===== src/rtl/adsr_envelope_gen.sv =====
// ADSR envelope generator: 8-bit linear level that ramps through
// attack/decay/sustain/release. Its speed is set by a shared prescaler
// tick and a per-state rate counter.
module adsr_envelope_gen #(
    parameter int PRESCALE_DIV = 16
) (
    input  logic       clk,
    input  logic       rst_n,
    input  logic       gate,
    input  logic [7:0] attack_rate,
    input  logic [7:0] decay_rate,
    input  logic [7:0] sustain_level,
    input  logic [7:0] release_rate,
    output logic [7:0] envelope_value,
    output logic [2:0] env_state,
    output logic       env_active
);

    typedef enum logic [2:0] {
        S_IDLE    = 3'd0,
        S_ATTACK  = 3'd1,
        S_DECAY   = 3'd2,
        S_SUSTAIN = 3'd3,
        S_RELEASE = 3'd4
    } state_t;

    localparam int PW = (PRESCALE_DIV > 1) ? $clog2(PRESCALE_DIV) : 1;

    state_t        r_state;
    logic [7:0]    r_level;
    logic [7:0]    r_rate_cnt;
    logic [PW-1:0] r_presc;
    logic          r_gate_d;

    logic       w_tick;
    logic [7:0] w_rate;
    logic       w_rate_hit;
    logic       w_step;
    logic       w_rise;
    logic       w_fall;

    assign w_tick     = (r_presc == PW'(PRESCALE_DIV - 1));
    assign w_rate_hit = (r_rate_cnt == w_rate);
    assign w_step     = w_tick & w_rate_hit;
    assign w_rise     = gate & ~r_gate_d;
    assign w_fall     = ~gate & r_gate_d;

    // Select the rate register belonging to the current state.
    // IDLE and SUSTAIN have no rate, so the counter idles at 0 there.
    always_comb begin
        w_rate = 8'd0;
        case (r_state)
            S_ATTACK:  w_rate = attack_rate;
            S_DECAY:   w_rate = decay_rate;
            S_RELEASE: w_rate = release_rate;
            default:   w_rate = 8'd0;
        endcase
    end

    // Free-running prescaler and the gate delay used for edge detection.
    always_ff @(posedge clk or negedge rst_n) begin
        if (!rst_n) begin
            r_presc  <= '0;
            r_gate_d <= 1'b0;
        end else begin
            r_presc  <= w_tick ? '0 : r_presc + 1'b1;
            r_gate_d <= gate;
        end
    end

    // Envelope FSM. Priority is gate edge, then the level-limit
    // transition, then the step. Every transition clears the rate counter.
    always_ff @(posedge clk or negedge rst_n) begin
        if (!rst_n) begin
            r_state    <= S_IDLE;
            r_level    <= 8'h00;
            r_rate_cnt <= 8'h00;
        end else begin
            // The rate counter wraps 255 -> 0 when a live rate edit drops
            // the rate below the current count.
            if (w_tick)
                r_rate_cnt <= w_rate_hit ? 8'h00 : r_rate_cnt + 8'd1;
            case (r_state)
                S_IDLE: begin
                    if (w_rise) begin
                        r_state    <= S_ATTACK;
                        r_rate_cnt <= 8'h00;
                    end else begin
                        r_level <= 8'h00;
                    end
                end
                S_ATTACK: begin
                    if (w_fall) begin
                        r_state    <= S_RELEASE;
                        r_rate_cnt <= 8'h00;
                    end else if (r_level == 8'hFF) begin
                        r_state    <= S_DECAY;
                        r_rate_cnt <= 8'h00;
                    end else if (w_step) begin
                        r_level <= r_level + 8'd1;
                    end
                end
                S_DECAY: begin
                    if (w_fall) begin
                        r_state    <= S_RELEASE;
                        r_rate_cnt <= 8'h00;
                    end else if (r_level <= sustain_level) begin
                        r_state    <= S_SUSTAIN;
                        r_rate_cnt <= 8'h00;
                    end else if (w_step) begin
                        r_level <= r_level - 8'd1;
                    end
                end
                S_SUSTAIN: begin
                    if (w_fall) begin
                        r_state    <= S_RELEASE;
                        r_rate_cnt <= 8'h00;
                    end else begin
                        r_level <= sustain_level;
                    end
                end
                S_RELEASE: begin
                    if (w_rise) begin
                        r_state    <= S_ATTACK;
                        r_rate_cnt <= 8'h00;
                    end else if (r_level == 8'h00) begin
                        r_state    <= S_IDLE;
                        r_rate_cnt <= 8'h00;
                    end else if (w_step) begin
                        r_level <= r_level - 8'd1;
                    end
                end
                default: begin
                    r_state    <= S_IDLE;
                    r_level    <= 8'h00;
                    r_rate_cnt <= 8'h00;
                end
            endcase
        end
    end

    assign envelope_value = r_level;
    assign env_state      = r_state;
    assign env_active     = (r_state != S_IDLE);

endmodule


===== config.mk =====
export PLATFORM = sky130hd
export DESIGN_NAME = adsr_envelope_gen
export DESIGN_NICKNAME = d
export VERILOG_FILES = /design/src/rtl/adsr_envelope_gen.sv
export SDC_FILE = /design/constraint.sdc
export NUM_CORES = 1
export LEC_CHECK = 0
export ABC_CLOCK_PERIOD_IN_PS = 3400
export CAP_MARGIN = 5
export CORE_UTILIZATION = 53
export DETAILED_ROUTE_END_ITERATION = 16
export PLACE_DENSITY = 0.86
export SYNTH_ARGS = -nofsm -noshare
export SYNTH_HDL_FRONTEND = slang
export SYNTH_SLANG_ARGS = --single-unit

===== constraint.sdc =====
create_clock -name clk -period 3.4 [get_ports clk]
set_input_delay 0.68 -clock clk [delete_from_list [all_inputs] [get_ports clk]]
set_output_delay 0.68 -clock clk [all_outputs]
set_load 0.02 [all_outputs]

==> results.yml <==
status:
  outcome: "completed"
cts:
  cts_tree: "yes"
  cts_buffers: 3
  cts_resized: 0
  clk_pin_slew_worst_paths_ps: 90
  cts_hold_buf: 0
  post_cts_buffers: 0
  clk_latency_ps: 270
  cts_buffer_depth: 2
  cts.sinks: 24
  htreeDepth: 1
  root_buffer: "clkbuf_8"
layout:
  final_nets: 365
  drive_gt1_frac: 0.0801
  fin_util: 0.683
  diodes: 0
  area_growth_pct: 23.2
floorplan:
  coreArea_mm2: 0.00435
  fp.dieH_um: 69.5
  ios: 47
  die_w_um: 69.5
  initial_utilization: 0.555
  rows: 24
  die_area_mm2: 0.00483
routing:
  routed_wl_um: 6160
  drt-met1-wl_um: 2670
  ant_nets: 0
  wl_met2_um: 3110
  met3_length_um: 284
  vias: 2314
  first_pass_iters: 4
  via_per_inst: 6.36
  routed.top_layer: "met4"
  drt_iter0_markers: 142
  route.detailed.drc: 0
  wl_per_cell_um: 16.9
sta:
  fin_worst_skew_ps: 3.23
  post-route-period-util: 0.837
  finalSetupTns_ps: 0
  drv_slew: 0
  fin_crit_ps: 2850
  slew_headroom: 0.541
  setup_viol: 0
  worst_pin_slew_ps: 688
  whs_ps: 501
  max_freq_mhz: 351
  rsz0062_at_grt: "no"
  finalHoldViolCount: 0
  fin_ws_ps: 554
logic_synthesis:
  synthFlopType: "dfrtp_1"
  synth_edf_count: 0
  synthTopCellsByArea: "dfrtp_1 (25%), ha_1 (8.3%), inv_1 (3.7%)"
  synth_top_area_cell: "dfrtp_1"
  synth_seq_area_share: 0.249
  synth.distinct_cells: 61
  ys_ff_latch: 24
  yosys_warnings: 0
  syn-num-nets: 322
  netlist_area_mm2: 0.00241
  syn_inst: 270
  async_reset_ff_frac: 1.00
  synth_top_cell_area_share: 0.249
  syn_area_per_cell_um2: 8.94
critical_path:
  end_kind: "register"
  arrival_ps: 2990
  start_kind: "register"
  critical_path_class: "register to register"
  cp.required_ps: 3550
  worstPathMaxFanout: 27
global_routing:
  grt_pass1_vias: 2288
  grt_pass1_wl_um: 10600
  grt_max_degree: 29
  gr-total-overflow: 0
  antenna_found_initial: 0
  grt_usage: 0.270
power:
  powerDensity_mw_per_mm2: 862
  p_leak_uw: 0.00121
  ir_drop_uv: 464
  power_uw: 2560
hold_path:
  hold_path_class: "register to register"
flow_run:
  maxCapViolCount: 0
place:
  routabilityCongestion: 0.847
  dp_slack_ps: 444
  place_hpwl_um: 4550
  portBuffers: 46
[cells in the final DEF, fill, tap and decap left out, types with 5 or more instances in the layout]
master	n
clkdlybuf4s50_1	46
inv_1	24
dfrtp_1	24
nand2_1	16
ha_1	16
a21oi_1	13
nor2_1	11
xnor2_1	10
nand4_1	10
o21ai_0	10
o31ai_1	8
nand4bb_1	8
nor4bb_1	7
nor4_1	6
and4bb_2	6
buf_4	6
a211oi_1	5
nand3_1	5
[Yosys cell counts, types with 3 or more instances]
master / instances
a211oi_1: 5
a21oi_1: 13
a31oi_1: 4
a32oi_1: 4
and3_1: 4
and4bb_2: 6
buf_2: 6
clkbuf_1: 3
dfrtp_1: 24
ha_1: 16
inv_1: 24
mux2_4: 3
nand2_1: 16
nand2b_1: 4
nand3_1: 5
nand4_1: 10
nand4bb_1: 8
nor2_1: 11
nor2b_1: 4
nor3_1: 3
nor4_1: 6
nor4bb_1: 7
o211ai_1: 4
o21ai_0: 10
o21bai_1: 3
o31ai_1: 8
or4_1: 3
or4bb_1: 4
xnor2_1: 10
xor2_1: 4
[report_power, final]
part           total [uW]  internal [uW]  switching, uW
combinational        1790            852            939
clock                 255            158           97.0
sequential            517            356            161
[kinds of logic (layout without fill, tap and decap cells)]
kind of cell / count (synthesis) / after routing / share of synthesized area
AO/OA/AOI/OAI: 66 / 66 / 0.192
XOR/XNOR: 14 / 14 / 0.0508
adder cells (fa/ha/maj): 17 / 17 / 0.0912
buffers and inverters: 38 / 80 / 0.0715
flip-flops: 24 / 24 / 0.249
multiplexers: 4 / 4 / 0.0233
AND/OR/NAND/NOR: 107 / 107 / 0.322
[final timing paths]
check                      depth (start not counted)         start  slack [ps]                 to
max                                                9  env_state[0]         550  envelope_value[7]
min                                                1    r_presc[0]         500         r_presc[0]
max reg2reg                                        9  env_state[0]         550  envelope_value[7]
min reg2reg                                        1    r_presc[0]         500         r_presc[0]
max in group asynchronous                          2         rst_n        2380           r_gate_d
min in group asynchronous                          2         rst_n         760         r_presc[2]
[flip-flops by register name (all words and copies together) (netlist names)]
signal and count:
r_rate_cnt 8, r_presc 4, r_gate_d 1, env_state 3
envelope_value 8
[cell type report]
cell class,instances,area [um2]
multi-input cells,208,1640
fillers,367,1380
flip-flops and latches,24,601
repair buffers,52,505
inverters,24,90.1
well taps,52,65.1
clock buffers,3,41.3
clock inverters,1,30.0
[worst max-delay path, cell delays in order (launching register included)]
cell and delay [ps]:
dfrtp_1 790, nor2_1 110, buf_4 200, ha_1 280, a21oi_1 280, o211ai_1 200
o41ai_1 410, xnor2_1 140, o31ai_1 220, a22oi_1 100
[per-stage QoR]
stage | instances | instance area [um2]
2_1_floorplan | 270 | 2410
3_5_place_dp | 360 | 2900
5_1_grt | 364 | 2970
3_3_place_gp | 360 | 2900
4_1_cts | 364 | 2970
6_report | 364 | 2970
[metal layers]
metal | up-vias | global-route usage
li1 | 1122 | -
met1 | 1105 | 0.360
met2 | 77 | 0.457
met3 | 10 | 0.0247
met4 | 0 | 0.0884
met5 | - | 0
Power figures use the tool's default switching activity.
